### src/rtl/full_adder_if.sv
// Operand/result bundle for the registered ripple-carry adder.
// The master drives operands; the slave (the adder) returns registered results.
interface full_adder_if #(
   parameter int WIDTH = 1
);
   logic             in_valid;
   logic [WIDTH-1:0] A;
   logic [WIDTH-1:0] B;
   logic             Cin;
   logic [WIDTH-1:0] Sum;
   logic             Cout;
   logic             out_valid;
   logic             overflow;

   modport master (
      output in_valid, A, B, Cin,
      input  Sum, Cout, out_valid, overflow
   );

   modport slave (
      input  in_valid, A, B, Cin,
      output Sum, Cout, out_valid, overflow
   );
endinterface

### src/rtl/full_adder.sv
// Registered WIDTH-bit adder built from a chain of 1-bit full-adder cells.
// Result, carry out and signed overflow appear one clock after the operands.
module full_adder #(
   parameter int WIDTH = 1
) (
   input logic         clk,
   input logic         rst,
   full_adder_if.slave bus
);
   logic [WIDTH-1:0] sum_bits;
   logic             carry_msb;
   logic             carry_out;
   logic [WIDTH-1:0] sum_q;
   logic             cout_q;
   logic             overflow_q;
   logic             valid_q;

   // The carry ripples through a local variable, so the whole chain settles within one cycle.
   always_comb begin
      logic carry;
      sum_bits  = '0;
      carry_msb = 1'b0;
      carry     = bus.Cin;
      for (int i = 0; i < WIDTH; i++) begin
         if (i == WIDTH - 1) begin
            carry_msb = carry;
         end
         sum_bits[i] = bus.A[i] ^ bus.B[i] ^ carry;
         carry       = (bus.A[i] & bus.B[i]) | (bus.A[i] & carry) | (bus.B[i] & carry);
      end
      carry_out = carry;
   end

   // Reset wins over a simultaneous valid; idle cycles keep the last result.
   always_ff @(posedge clk) begin
      if (rst) begin
         sum_q      <= '0;
         cout_q     <= 1'b0;
         overflow_q <= 1'b0;
         valid_q    <= 1'b0;
      end else begin
         valid_q <= bus.in_valid;
         if (bus.in_valid) begin
            sum_q      <= sum_bits;
            cout_q     <= carry_out;
            overflow_q <= carry_msb ^ carry_out;
         end
      end
   end

   assign bus.Sum       = sum_q;
   assign bus.Cout      = cout_q;
   assign bus.overflow  = overflow_q;
   assign bus.out_valid = valid_q;
endmodule

### src/flat_wrapper.sv
// flat-port wrapper written by rule: the top's interface ports become plain ports
module full_adder_flat 
#(
   parameter int WIDTH = 1
)
  (clk, rst, bus_in_valid, bus_A, bus_B, bus_Cin, bus_Sum, bus_Cout, bus_out_valid, bus_overflow);
  full_adder_if #(.WIDTH(WIDTH)) bus_i ();
  input logic clk;
  input logic rst;
  input wire logic [$bits(bus_i.in_valid)-1:0] bus_in_valid;
  input wire logic [$bits(bus_i.A)-1:0] bus_A;
  input wire logic [$bits(bus_i.B)-1:0] bus_B;
  input wire logic [$bits(bus_i.Cin)-1:0] bus_Cin;
  output wire logic [$bits(bus_i.Sum)-1:0] bus_Sum;
  output wire logic [$bits(bus_i.Cout)-1:0] bus_Cout;
  output wire logic [$bits(bus_i.out_valid)-1:0] bus_out_valid;
  output wire logic [$bits(bus_i.overflow)-1:0] bus_overflow;
  assign bus_i.in_valid = bus_in_valid;
  assign bus_i.A = bus_A;
  assign bus_i.B = bus_B;
  assign bus_i.Cin = bus_Cin;
  assign bus_Sum = bus_i.Sum;
  assign bus_Cout = bus_i.Cout;
  assign bus_out_valid = bus_i.out_valid;
  assign bus_overflow = bus_i.overflow;
  full_adder #(.WIDTH(WIDTH)) u_core (.clk(clk), .rst(rst), .bus(bus_i));
endmodule
### config.mk
export PLATFORM = sky130hd
export DESIGN_NAME = full_adder_flat
export DESIGN_NICKNAME = d
export VERILOG_FILES = /design/src/rtl/full_adder_if.sv /design/src/rtl/full_adder.sv /design/src/flat_wrapper.sv
export SDC_FILE = /design/constraint.sdc
export NUM_CORES = 1
export LEC_CHECK = 0
export ABC_AREA = 1
export CORE_AREA = 2 2 39 41
export DETAILED_ROUTE_END_ITERATION = 7
export DIE_AREA = 0 0 41 43
export MAX_ROUTING_LAYER = met4
export PLACE_DENSITY_LB_ADDON = 0.15
export RECOVER_POWER = 100
export REMOVE_ABC_BUFFERS = 1
export SYNTH_ARGS = -nofsm -noshare
export SYNTH_HDL_FRONTEND = slang
export SYNTH_SLANG_ARGS = --single-unit
### constraint.sdc
create_clock -name clk -period 1.7 [get_ports clk]
set_input_delay 0.255 -clock clk [delete_from_list [all_inputs] [get_ports clk]]
set_output_delay 0.255 -clock clk [all_outputs]
set_load 0.02 [all_outputs]
# After elaboration in Yosys (flattened, before gate mapping)
# Index checks and enable logic that the tools add are counted.
# W data, S select, Z words.
# word_totals
elab_cells	12
mem_count	0
regBits	4
out_inout_bits	4
input_bits	6
ramBits	0
romBits	0
latch_bits	0
# classes
div	0
n_addsub	0
shifts	0
n_mul	0
n_lt_le_gt_ge	0
n_eq_ne	0
mux	0
bitwise	8
n_reduce_logical	0
# ops
operator	count
$and A1 B1 Y1	3
$xor A1 B1 Y1	3
$or A1 B1 Y1	2

# Depth between registers and ports, before layout
# depth
word_depth	4
depth_mapped	6
ltp_nobuf	6

# Worst setup path before layout
# No wires, ideal clock.
# synth_timing
path_type	input to register
from	in bus_Cin
to	reg u_core.overflow_q, in the netlist u_core.bus.overflow
n_path_buf	0
path_slack_ns	0.691
path_stages	5
setup_time_ns	0.109
required_time_ns	1.591
arrival_ns	0.900
cell_sequence	fa_1 > nand2_1 > nand3_1 > nand2_1 > inv_1
# synth_between
elab_chain_len	4
elab_cells_between_ends	5
classes_between	5 x bitwise
# synth_lines
item	line_no	rtl
start: declaration	flat_wrapper.sv:13	input wire logic [$bits(bus_i.Cin)-1:0] bus_Cin;
$and A1 B1 Y1	full_adder.sv:29	carry = (bus.A[i] & bus.B[i]) | (bus.A[i] & carry) | (bus.B[i] & carry);
$or A1 B1 Y1 (2 in series)	full_adder.sv:29	
$xor A1 B1 Y1 *	full_adder.sv:46	overflow_q <= carry_msb ^ carry_out;
end signal: assignment	full_adder.sv:46	
end: declaration	full_adder.sv:15	logic overflow_q;
# Mark *: on every way between the ends. The rest lies on a longest branch, timed or not.
# A chain may end at the register's enable or synchronous reset.

# Worst setup path after layout
# layout_timing
from	reg u_core.sum_q, in the netlist u_core.bus.Sum
to	out bus_Sum
# layout_lines
item	line_no	rtl
start: declaration	full_adder.sv:13	logic [WIDTH-1:0] sum_q;
start signal: assignment	full_adder.sv:44	sum_q <= sum_bits;
end: declaration	flat_wrapper.sv:14	output wire logic [$bits(bus_i.Sum)-1:0] bus_Sum;
# No word-level cell between the ends.

==> impl_results.md <==
* N_diodes at 0
* RSZ-0062 raised after global routing: no
* Internal power at 205 uW
* Root Driver: clkbuf_4
* Chip width at 41 um
* First-pass GRT wire length at 614 um
* Final Skew at 0 ns
* CTS Sinks at 4
* CP Capture Type: output pin
* Sw frac at 0.247
* Final hold vios at 0
* Crit path to: bus_Sum
* Routed via count at 181
* Reg-to-reg slack, setup at 1.08 ns
* CTS tree: done
* Hold wc startpoint: u_core.bus.Cout
* Drt drc at 0
* Clock Pin Slew Worst Setup and Hold Paths at 0.04 ns
* Antenna viol nets, final at 0
* Post-CTS Resized at 0
* Row Count at 14
* Yosys reg bits at 4
* Worst Path Arrival at 1.23 ns
* Buf+Inv Stages, Crit Path at 1
* Core area at 1380 um^2
* CP startpoint: u_core.bus.Sum
* # IOs at 10
* Slew HR at 0.857
* R2r endpoint: u_core.bus.overflow
* Least-Margin Pin Slew at 0.215 ns
* CTS buffer count at 3
* Fmax achieved at 672 MHz
* Setup TNS at 0 ns
* CP max-delay cell: dlygate4sd3_1
* Final worst-path cycle share at 0.876
* Reg2reg path depth at 4
* Port Buffers at 9
* Mean Syn Cell Area at 7.62 um^2
* YS warnings at 0
* Combinational power share at 0.181
* Fin crit period at 1.49 ns
* H-tree depth at 1
* Area grow syn2layout at 79.1%
* Routability cong. at 0.672
* Setup Buffers After CTS at 0
* Final Power at 272 uW
* Die H at 43 um
* Clock Tree Buf Depth at 2
* Clock latency on the worst-skew pair at 0.24 ns
* Sequential share of power at 0.381
* CTS Hold Buffers Added at 0
* Clock Power Share at 0.438
* Pre-antenna DRT Iters at 3
* Vias in the first global route at 190
* Worst path depth at 1
* CP delay by family, top: buffers and inverters
* Outcome: completed
* Syn Std Cell Area at 168 um^2
* Remaining global-route overflow at 0
* Distinct cell type count after synthesis at 7
* Detailed Route WL at 376 um
* Simple-Gate Fraction of Synth Area at 0.254
* Synth Area in Compound Gates at 0.0597
* Nets at 43
* Peak VDD IR at 0.000195 V
* Initial antenna violation count at 0
* CP cell instances: dlygate4sd3_1
* Vias/cell at 3.62
* Seq/Total Area, Yosys at 0.478
* Synth Area in Adders at 0.119
* Endpoints failing setup at 0
* Power Density at 907 nW/um^2
* Switching power at 67.4 uW
* Max-Cap Viols at 0
* Crit path largest cell delay at 0.67 ns
* HP Class: register to register
* Wire per inst at 7.52 um
* Worst-path maximum fanout at 2
* CP Data Required Time at 1.44 ns
* Fraction of synthesized cell area in xor and xnor cells at 0
* Final Max Slew Viols at 0
* Largest net degree at the start of global routing at 6
* Mux contribution to synthesized area at 0
* Total GRT Usage at 0.0619
* Share of layout cells above drive strength 1 at 0.0882
* Die area at 1760 um^2
* Setup crit start kind: register
* Combinational family with the most area after synthesis: simple AND/OR/NAND/NOR gates
* Initial Util at 0.121
* Leak pwr at 0.000145 uW
* First-iteration detailed-routing DRC count at 2
* Critical path class: register to output pin
* Worst R2R Start: u_core.bus.overflow
* Syn Inst Count at 22
==> cells by family (layout without fill, tap and decap cells) <==
kind of cell | after synthesis | in the layout
flops | 4 | 4
compound gates | 2 | 2
buf+inv | 4 | 16
simple gates | 11 | 11
fa+ha+maj | 1 | 1
==> placed cells by master (no fill, tap or decap) <==
master           count
dfxtp_1              4
clkbuf_4             3
nor2_1               3
inv_1                4
fa_1                 1
a21oi_1              2
nand2_1              7
clkdlybuf4s50_1      3
nand3_1              1
dlygate4sd3_1        6
==> layout make-up <==
class | count | area (um^2)
fill | 161 | 1080
timing repair buffer | 9 | 90.1
sequential | 4 | 80.1
multi-input combinational | 14 | 72.6
clock buffer | 3 | 22.5
tap | 16 | 20.0
inverter | 4 | 15.0
==> cells in the mapped netlist <==
cell type,count,area (um^2)
dfxtp_1,4,80.1
fa_1,1,20.0
nand3_1,1,5.00
nand2_1,7,26.3
a21oi_1,2,10.0
nor2_1,3,11.3
inv_1,4,15.0
==> layer usage <==
| layer | global-route usage | vias to the layer above | share of wire |
|---|---|---|---|
| li1 | - | 89 | - |
| met2 | 0.0688 | 12 | 0.43 |
| met3 | 0.0209 | 2 | 0.12 |
| met1 | 0.0518 | 78 | 0.42 |
| met4 | 0.120 | 0 | 0.032 |
| met5 | - | - | 0 |
==> power groups by stage <==
stage,clock (uW),combinational [uW],sequential (uW)
after floorplan,0,14.6,113
after global placement,0,53.0,105
after detailed placement,0,52.6,105
after CTS,124,52.9,104
after global routing,131,54.9,104
final,119,49.3,104
==> flip-flops by register name, summed over array words and instances (netlist names) <==
name                  count
u_core.bus.Cout           1
u_core.bus.out_valid      1
u_core.bus.Sum            1
u_core.bus.overflow       1
==> worst min path at each step <==
stage / endpoint / slack, ns / cells after the start
after global routing: u_core.bus.Sum / 0.48 / 2
after CTS: u_core.bus.Sum / 0.47 / 2
after detailed placement: u_core.bus.Sum / 0.46 / 2
after global placement: u_core.bus.Sum / 0.45 / 2
after floorplan: u_core.bus.Cout / 0.32 / 1
final: u_core.bus.Cout / 0.46 / 2
==> stage by stage <==
step / cell area, um^2 / hold slack, ns / instances / utilization / worst slack, ns
floorplan: 168 / 0.324 / 22 / - / 0.691
global placement: 278 / 0.450 / 47 / 0.201 / 0.162
detailed placement: 278 / 0.459 / 47 / 0.201 / 0.128
CTS: 300 / 0.466 / 50 / 0.217 / 0.270
global route: 300 / 0.484 / 50 / 0.217 / 0.174
finish: 300 / 0.464 / 50 / 0.217 / 0.212
No activity file was read; power rests on OpenSTA's default activity.
==> variant: new RTL, config.mk and constraints unchanged <==
Make the reset (`rst`) asynchronous in one clocked block.
--- a/src/rtl/full_adder.sv
+++ b/src/rtl/full_adder.sv
@@ -34,3 +34,3 @@
    // Reset wins over a simultaneous valid; idle cycles keep the last result.
-   always_ff @(posedge clk) begin
+   always_ff @(posedge clk or posedge rst) begin
       if (rst) begin
Check against the original RTL: differs if rst is asserted again (counterexample within 4 cycles, from zero or initial values and one cycle with rst high); with rst held inactive, the same outputs for 10 cycles.
==> variant against the unedited design <==
Combinational power rose by 24%. Design area grew 2.5%. Setup slack worse by 15 ps. Synthesized area grew 4.5%. Wire length is 11% lower. Global-route usage is 0.92 points lower. Clock skew did not move. Sequential cell count unchanged. Power up 4.6%.
==> variant: results (changes against the unedited design) <==
commonest cells in the netlist nand2_1 (8), dfrtp_1 (4), inv_1 (3); largest net degree at the start of global routing 5 (-1); share of cells above drive strength 1 0.1290 (+0.04080); Ys Warns 0 (unchanged); CP max stage cell dlygate4sd3_1; library cells used by synthesis 7 (unchanged); Clock Path Buffers 2 (unchanged); Worst Setup EP bus_overflow; Reg-to-Reg End u_core.bus.Cout; Final #Nets 40 (-7.0%); first-pass GRT wire length 503 um (-18%); Synth async-reset ratio 1.000 (+1.000); Psw 0.07074 mW (+5.0%); Post-synth top flop dfrtp_1; diodes inserted 0 (unchanged); DR vias/cell 3.149 (-13%); R2R depth 2 (-2); Fillers 151 (-6.2%); sequential cell area fraction in the yosys report 0.5714 (+0.09382); flop2flop setup slack 1110 ps (+30 ps); Leak 0.1527 nW (+5.4%); worst-path fanout max 2 (unchanged); routability congestion estimate 0.5807 (-14%); HP Class primary input to async pin; Critical path origin u_core.bus.overflow; Post-Place Cell Area 285.3 um2 (+2.7%); Critical Path AT 1250 ps (+20 ps); max incr delay on CP 650 ps (-20 ps); Iteration-0 DRC Markers 4 (+2); GRT Util Overall 0.05269 (-0.009170); first drt pass iteration count 2 (-1); relative slew slack 0.8553 (-0.001206); maximum vdd drop 138.5 uV (-29%); wire per inst 7.085 um (-5.8%); status completed; synth top area cells dfrtp_1 (57%), nand2_1 (17%), fa_1 (11%); vias in the first global route 136 (-28%); R2R Path Start u_core.bus.Cout; initial antenna violation count 0 (unchanged)
variant: power groups by stage:
stage	clock [mW]	combinational (mW)	sequential [mW]
2_1_floorplan	0	0.0160	0.125
3_3_place_gp	0	0.0669	0.112
3_5_place_dp	0	0.0674	0.112
4_1_cts	0.120	0.0675	0.111
5_1_grt	0.127	0.0683	0.111
6_report	0.114	0.0609	0.110
variant: layer usage:
| metal | share of wire | routed length, um | global-route usage | vias to the layer above |
|---|---|---|---|---|
| li1 | - | - | - | 80 |
| met1 | 0.46 | 154 | 0.05863 | 60 |
| met2 | 0.45 | 149 | 0.04688 | 8 |
| met3 | 0.087 | 29 | 0 | 0 |
| met4 | 0 | 0 | 0.1200 | 0 |
| met5 | 0 | 0 | - | - |
variant: worst min-delay path by stage:
stage / slack, ps / to / depth (start not counted) / from
4_1_cts: 210 / u_core.bus.Sum / 2 / rst
3_3_place_gp: 450 / u_core.bus.Cout / 2 / rst
6_report: 340 / u_core.bus.Sum / 2 / rst
3_5_place_dp: 450 / u_core.bus.Cout / 2 / rst
5_1_grt: 360 / u_core.bus.Sum / 2 / rst
2_1_floorplan: 20 / u_core.bus.Cout / 1 / rst
variant: kinds of logic after synthesis:
group | after synthesis | synth area share
AOI/OAI and AO/OA | 1 | 0.02854
and+or+nand+nor | 9 | 0.2000
DFF | 4 | 0.5715
buffers and inverters | 4 | 0.08569
adders and majority gates | 1 | 0.1143
variant: final cells by class:
| type | instances | area, um2 | share of cell area |
|---|---|---|---|
| multi-input combinational | 11 | 60.06 | 0.1951 |
| clock buffer | 3 | 22.52 | 0.07317 |
| timing repair buffer | 9 | 90.09 | 0.2927 |
| inverter | 4 | 15.01 | 0.04878 |
| sequential | 4 | 100.1 | 0.3252 |
| tap | 16 | 20.02 | 0.06504 |
variant: through the flow:
stage	std cells	setup WS, ps
final	47	196.5
after global routing	47	160.7
after CTS	47	260.4
after detailed placement	44	145.9
after global placement	44	157.8
after floorplan	19	698.2
